`src/rtl/our_header_tx_if.sv`:
```
`default_nettype none
// ============================================================================
// Module   : our_header_tx_if
// Purpose  : Request, RAM-read and stream signals of the header transmitter.
// Revision : 1.0
// ============================================================================
interface our_header_tx_if #(
    parameter int PAY_LEN_W = 8
);
    logic                 start;
    logic                 type_sel;
    logic [23:0]          flag_lo;
    logic [PAY_LEN_W-1:0] pay_len;
    logic                 ram_rd;
    logic [PAY_LEN_W-1:0] ram_addr;
    logic [7:0]           ram_q;
    logic [7:0]           dataout;
    logic                 ena_out;
    logic                 busy;
    logic                 done;

    modport master (
        output start, type_sel, flag_lo, pay_len, ram_q,
        input  ram_rd, ram_addr, dataout, ena_out, busy, done
    );

    modport slave (
        input  start, type_sel, flag_lo, pay_len, ram_q,
        output ram_rd, ram_addr, dataout, ena_out, busy, done
    );
endinterface
`default_nettype wire

```
`src/rtl/our_header_tx.sv`:
```
`default_nettype none
// ============================================================================
// Module   : our_header_tx
// Purpose  : Emits a 4-byte type/flag header then a RAM payload as one burst.
// Revision : 1.0
// ============================================================================
module our_header_tx #(
    parameter int PAY_LEN_W = 8
) (
    input  wire logic      clock,
    input  wire logic      sclr_n,
    our_header_tx_if.slave bus
);
    typedef enum logic [1:0] {
        S_IDLE = 2'd0,
        S_HDR  = 2'd1,
        S_PAY  = 2'd2,
        S_GAP  = 2'd3
    } state_t;

    state_t               r_state, w_state_nxt;
    logic [1:0]           r_hdr_idx, w_hdr_idx_nxt;
    logic [PAY_LEN_W-1:0] r_pay_cnt, w_pay_cnt_nxt;

    logic                 r_type_sel;
    logic [23:0]          r_flag_lo;
    logic [PAY_LEN_W-1:0] r_pay_len;
    logic [PAY_LEN_W-1:0] w_last;

    logic [7:0]           r_dataout, w_dataout_nxt;
    logic                 r_ena_out, w_ena_out_nxt;
    logic                 r_busy, w_busy_nxt;
    logic                 r_done, w_done_nxt;
    logic                 r_ram_rd, w_ram_rd_nxt;
    logic [PAY_LEN_W-1:0] r_ram_addr, w_ram_addr_nxt;

    assign w_last = r_pay_len - PAY_LEN_W'(1);

    always_ff @(posedge clock) begin
        if (!sclr_n) begin
            r_state    <= S_IDLE;
            r_hdr_idx  <= 2'd0;
            r_pay_cnt  <= '0;
            r_type_sel <= 1'b0;
            r_flag_lo  <= '0;
            r_pay_len  <= '0;
            r_dataout  <= '0;
            r_ena_out  <= 1'b0;
            r_busy     <= 1'b0;
            r_done     <= 1'b0;
            r_ram_rd   <= 1'b0;
            r_ram_addr <= '0;
        end else begin
            r_state    <= w_state_nxt;
            r_hdr_idx  <= w_hdr_idx_nxt;
            r_pay_cnt  <= w_pay_cnt_nxt;
            r_dataout  <= w_dataout_nxt;
            r_ena_out  <= w_ena_out_nxt;
            r_busy     <= w_busy_nxt;
            r_done     <= w_done_nxt;
            r_ram_rd   <= w_ram_rd_nxt;
            r_ram_addr <= w_ram_addr_nxt;
            if (r_state == S_IDLE && bus.start) begin
                r_type_sel <= bus.type_sel;
                r_flag_lo  <= bus.flag_lo;
                r_pay_len  <= bus.pay_len;
            end
        end
    end

    // Outputs are registered, so each branch computes what the next cycle shows.
    always_comb begin
        w_state_nxt   = r_state;
        w_hdr_idx_nxt = r_hdr_idx;
        w_pay_cnt_nxt = r_pay_cnt;
        w_dataout_nxt = 8'h00;
        w_ena_out_nxt = 1'b0;
        w_busy_nxt    = 1'b0;
        w_done_nxt    = 1'b0;
        case (r_state)
            S_IDLE: begin
                if (bus.start) begin
                    w_state_nxt   = S_HDR;
                    w_hdr_idx_nxt = 2'd0;
                    w_dataout_nxt = {7'b0, bus.type_sel};
                    w_ena_out_nxt = 1'b1;
                    w_busy_nxt    = 1'b1;
                end
            end
            S_HDR: begin
                w_busy_nxt    = 1'b1;
                w_ena_out_nxt = 1'b1;
                w_hdr_idx_nxt = r_hdr_idx + 2'd1;
                case (r_hdr_idx)
                    2'd0:    w_dataout_nxt = r_flag_lo[23:16];
                    2'd1:    w_dataout_nxt = r_flag_lo[15:8];
                    2'd2:    w_dataout_nxt = r_flag_lo[7:0];
                    default: begin
                        w_hdr_idx_nxt = 2'd0;
                        if (r_pay_len != '0) begin
                            w_state_nxt   = S_PAY;
                            w_pay_cnt_nxt = '0;
                            w_dataout_nxt = bus.ram_q;
                        end else begin
                            w_state_nxt   = S_GAP;
                            w_ena_out_nxt = 1'b0;
                            w_done_nxt    = 1'b1;
                        end
                    end
                endcase
            end
            S_PAY: begin
                w_busy_nxt = 1'b1;
                if (r_pay_cnt == w_last) begin
                    w_state_nxt = S_GAP;
                    w_done_nxt  = 1'b1;
                end else begin
                    w_pay_cnt_nxt = r_pay_cnt + PAY_LEN_W'(1);
                    w_dataout_nxt = bus.ram_q;
                    w_ena_out_nxt = 1'b1;
                end
            end
            default: begin
                w_state_nxt = S_IDLE;
            end
        endcase
    end

    // Reads run two cycles ahead of the byte they feed, stopping at the last address.
    always_comb begin
        w_ram_rd_nxt   = 1'b0;
        w_ram_addr_nxt = '0;
        if (r_state == S_HDR && r_hdr_idx == 2'd1 && r_pay_len != '0) begin
            w_ram_rd_nxt = 1'b1;
        end else if (r_ram_rd && r_ram_addr != w_last) begin
            w_ram_rd_nxt   = 1'b1;
            w_ram_addr_nxt = r_ram_addr + PAY_LEN_W'(1);
        end
    end

    assign bus.dataout  = r_dataout;
    assign bus.ena_out  = r_ena_out;
    assign bus.busy     = r_busy;
    assign bus.done     = r_done;
    assign bus.ram_rd   = r_ram_rd;
    assign bus.ram_addr = r_ram_addr;
endmodule
`default_nettype wire

```
`src/flat_wrapper.sv`:
```
// flat-port wrapper written by rule: the top's interface ports become plain ports
module our_header_tx_flat 
#(
    parameter int PAY_LEN_W = 8
)
  (clock, sclr_n, bus_start, bus_type_sel, bus_flag_lo, bus_pay_len, bus_ram_q, bus_ram_rd, bus_ram_addr, bus_dataout, bus_ena_out, bus_busy, bus_done);
  our_header_tx_if #(.PAY_LEN_W(PAY_LEN_W)) bus_i ();
  input  wire logic clock;
  input  wire logic sclr_n;
  input wire logic [$bits(bus_i.start)-1:0] bus_start;
  input wire logic [$bits(bus_i.type_sel)-1:0] bus_type_sel;
  input wire logic [$bits(bus_i.flag_lo)-1:0] bus_flag_lo;
  input wire logic [$bits(bus_i.pay_len)-1:0] bus_pay_len;
  input wire logic [$bits(bus_i.ram_q)-1:0] bus_ram_q;
  output wire logic [$bits(bus_i.ram_rd)-1:0] bus_ram_rd;
  output wire logic [$bits(bus_i.ram_addr)-1:0] bus_ram_addr;
  output wire logic [$bits(bus_i.dataout)-1:0] bus_dataout;
  output wire logic [$bits(bus_i.ena_out)-1:0] bus_ena_out;
  output wire logic [$bits(bus_i.busy)-1:0] bus_busy;
  output wire logic [$bits(bus_i.done)-1:0] bus_done;
  assign bus_i.start = bus_start;
  assign bus_i.type_sel = bus_type_sel;
  assign bus_i.flag_lo = bus_flag_lo;
  assign bus_i.pay_len = bus_pay_len;
  assign bus_i.ram_q = bus_ram_q;
  assign bus_ram_rd = bus_i.ram_rd;
  assign bus_ram_addr = bus_i.ram_addr;
  assign bus_dataout = bus_i.dataout;
  assign bus_ena_out = bus_i.ena_out;
  assign bus_busy = bus_i.busy;
  assign bus_done = bus_i.done;
  our_header_tx #(.PAY_LEN_W(PAY_LEN_W)) u_core (.clock(clock), .sclr_n(sclr_n), .bus(bus_i));
endmodule
```
`config.mk`:
```
export PLATFORM = sky130hd
export DESIGN_NAME = our_header_tx_flat
export DESIGN_NICKNAME = d
export VERILOG_FILES = /design/src/rtl/our_header_tx_if.sv /design/src/rtl/our_header_tx.sv /design/src/flat_wrapper.sv
export SDC_FILE = /design/constraint.sdc
export NUM_CORES = 1
export LEC_CHECK = 0
export BUFFER_PORTS_ARGS = -buffer_cell sky130_fd_sc_hd__buf_4
export CAP_MARGIN = 25
export CORE_UTILIZATION = 45
export DETAILED_ROUTE_END_ITERATION = 8
export PLACE_DENSITY = 0.67
export SLEW_MARGIN = 20
export SYNTH_ARGS = -nofsm -noshare
export SYNTH_HDL_FRONTEND = slang
export SYNTH_SLANG_ARGS = --single-unit
```
`constraint.sdc`:
```
create_clock -name clock -period 3 [get_ports clock]
set_input_delay 0.6 -clock clock [delete_from_list [all_inputs] [get_ports clock]]
set_output_delay 0.6 -clock clock [all_outputs]
set_load 0.02 [all_outputs]
```
==> impl_metrics.toml <==
[global_route]
track_usage_pct = 21.22
grt_max_degree = 47
overflow = 0
antenna_found_initial = 0
grt_pass1_vias = 2644
grt_pass1_wl_mm = 12.16

[critical_path]
critPathLaunchType = "register"
critPathKind = "reg -> reg"
arrival_ns = 2.91
crit_slowest_cell = "o41ai_4"
rrSetupSlack_ns = 0.36
cp-end-kind = "register"
cp_data_required_time_ns = 3.27
crit_chain = "inv_1 > ha_1 > nor3b_1 > xnor2_1 > nand4_1 > o41ai_4 > and3_4 > mux2i_1"
cp_max_fo = 6
slowest_delay_ns = 0.62
r2r_start = "u_core.r_pay_len[0]$_SDFFE_PN0P_"
rr_worst_depth = 8
rr_endpoint = "u_core.r_state[1]$_SDFFE_PN0P_"

[hold_path]
worstHoldStart = "bus_ram_q[4]"
hold_path.class = "in -> reg"
hold_depth = 2
hold_end = "u_core.bus.dataout[4]$_SDFF_PN0_"

[synthesis]
synth_seq_cells = 64
yosysSeqAreaShare_pct = 39.89
yosysTopAreaCellShare_pct = 39.89
yosys.area.top_type = "dfxtp_1"
synth_edf_count = 0
synth_warnings = 0
ys.flop_type = "dfxtp_1"
async_flop_share_pct = 0
synthTopCellsByArea = "dfxtp_1 40%, nand2_1 9.9%, a21boi_0 7.5%, ha_1 4.7%, xnor3_1 2.8%"
syn_inst = 353
netlist_area_um2 = 3212
syn_nets = 409
synth_cell_types = 42
syn_area_per_cell_um2 = 9.099

[detailed_routing]
vias = 2657
antenna_left = 0
drt-total-wl_mm = 7.286
drc = 0
wire_per_inst_um = 14.23
first_pass_iters = 5
drtIter0Drc = 154
vias_per_cell = 5.189

[floorplan]
die_y_um = 86.49
pin_count = 64
initial_core_util_pct = 47.01
die_area_um2 = 7480
core_area_um2 = 6832
rows = 30
die_w_um = 86.49

[sta]
finClkSkew_ns = 0.01068
finalMaxSlewViolations = 0
setup_viol = 0
post-route-period-util_pct = 87.86
rsz0062_at_grt = "no"
fin_ws_ns = 0.3641
maxSlewHeadroom_pct = 45.64
finalHoldViolations = 0
period_needed_ns = 2.636
worst_pin_slew_ns = 0.8136
setup_tns_ns = 0
max_freq_ghz = 0.3794

[final_layout]
layout_commonest_cell = "nand2_1"
final_nets = 467
drive_above_1_share_pct = 22.12
stdcell_count = 512
antenna_cells = 0
syn2layout_area_growth_pct = 24.54
num-fill-cells = 650
final_cell_mix = "85 x nand2_1, 67 x buf_4, 64 x dfxtp_1, 32 x a21boi_0, 13 x nor2_1"

[placed_design]
dpl.hpwl_mm = 5.126
dp_cells = 496
dp_slack_ns = 0.4045
port_buffers = 63
gp_congestion = 0.7928

[pwr]
p_per_area_nw_per_um2 = 763.0
p_leak_nw = 1.598
ir_worst_vdd_uv = 373.3

[clock_network]
cts_tree = "done"
postCtsSetupRepairBufs = 0
holdBufCountCts = 0
cts-root-buf = "clkbuf_8"
path_clk_slew_ns = 0.08
cts_buffer_depth = 2
cts.sinks = 64
clkLatencyLatePin_ns = 0.35
numCtsBuffers = 9
ctsResizeCount = 0
htreeDepth = 3

[flow_run]
drv_cap = 0

[run_status]
status = "finished, final reports clean"
layout make-up:
class                   count  area, um2  share of cell area, %
inverters                  10      37.54                 0.9384
multi-input cells         259       1814                  45.35
repair buffers             67      503.0                  12.57
flip-flops and latches     64       1281                  32.03
clock buffers               9      123.9                  3.097
well taps                  96      120.1                  3.003
clock inverters             7      120.1                  3.003
where the power goes:
| group | internal (W) | switching, W | leakage, nW |
|---|---|---|---|
| registers | 0.000974 | 0.0000916 | 0.522 |
| clock network | 0.000553 | 0.000361 | 0.119 |
| logic | 0.000464 | 0.000608 | 0.957 |
kinds of logic after synthesis:
group / synth area share [%]
flip-flops: 39.89
XOR/XNOR: 10.44
AO/OA/AOI/OAI: 17.92
multiplexers: 2.493
buffers and inverters: 3.623
AND/OR/NAND/NOR: 20.96
adder cells (fa/ha/maj): 4.675
flip-flops by register name (all words and copies together), names as in the netlist:
signal,flops
u_core.bus.ram_rd,1
u_core.bus.done,1
u_core.r_state,2
u_core.bus.dataout,8
u_core.r_pay_len,8
u_core.bus.ena_out,1
u_core.r_flag_lo,24
u_core.bus.ram_addr,8
u_core.r_pay_cnt,8
u_core.r_hdr_idx,2
u_core.bus.busy,1
how the worst max path moves through the flow:
stage                                startpoint                             end  slack (ns)  depth (start not counted)
2_1_floorplan  u_core.r_pay_len[0]$_SDFFE_PN0P_  u_core.r_state[1]$_SDFFE_PN0P_        0.63                          9
3_3_place_gp   u_core.r_pay_len[0]$_SDFFE_PN0P_  u_core.r_state[1]$_SDFFE_PN0P_        0.49                          8
3_5_place_dp   u_core.r_pay_len[0]$_SDFFE_PN0P_  u_core.r_state[1]$_SDFFE_PN0P_        0.40                          8
4_1_cts        u_core.r_pay_len[0]$_SDFFE_PN0P_  u_core.r_state[1]$_SDFFE_PN0P_        0.38                          8
5_1_grt        u_core.r_pay_len[0]$_SDFFE_PN0P_  u_core.r_state[1]$_SDFFE_PN0P_        0.14                          8
6_report       u_core.r_pay_len[0]$_SDFFE_PN0P_  u_core.r_state[1]$_SDFFE_PN0P_        0.36                          8
per-layer routing:
layer | vias up | wire (um) | track usage (%)
met3 | 15 | 335 | 5.238
met1 | 1242 | 3291 | 25.54
met5 | - | 0 | 0
li1 | 1336 | - | -
met4 | 0 | 154 | 9.697
met2 | 64 | 3505 | 35.79
per-stage QoR:
step           hold slack (ns)  total power (W)  cell area (um2)  utilization, %
3_3_place_gp            0.4516         0.002129             3756           54.98
5_1_grt                 0.4386         0.003235             4000           58.55
2_1_floorplan           0.4428         0.001856             3212               -
6_report                0.4478         0.003052             4000           58.55
3_5_place_dp            0.4555         0.002153             3756           54.98
4_1_cts                 0.4374         0.003070             4000           58.55
critical path, delay by kind of cell, from the launching register on:
family          cells  cell delay (ns)
buf+inv             1             0.12
fa+ha+maj           1             0.20
simple gates        3             0.87
mux                 1             0.19
compound gates      1             0.62
xor+xnor            1             0.16
flops               1             0.40
synth_stat cells, drive strengths merged, types with 9 or more instances:
| master | instances |
|---|---|
| a21boi | 35 |
| dfxtp | 64 |
| nor2 | 13 |
| nand2 | 85 |
| xor2 | 9 |
| nand3 | 10 |
| clkbuf | 13 |
| a21oi | 10 |
| inv | 10 |
| ha | 12 |
Note: power is estimated with default switching activity, not from simulation.
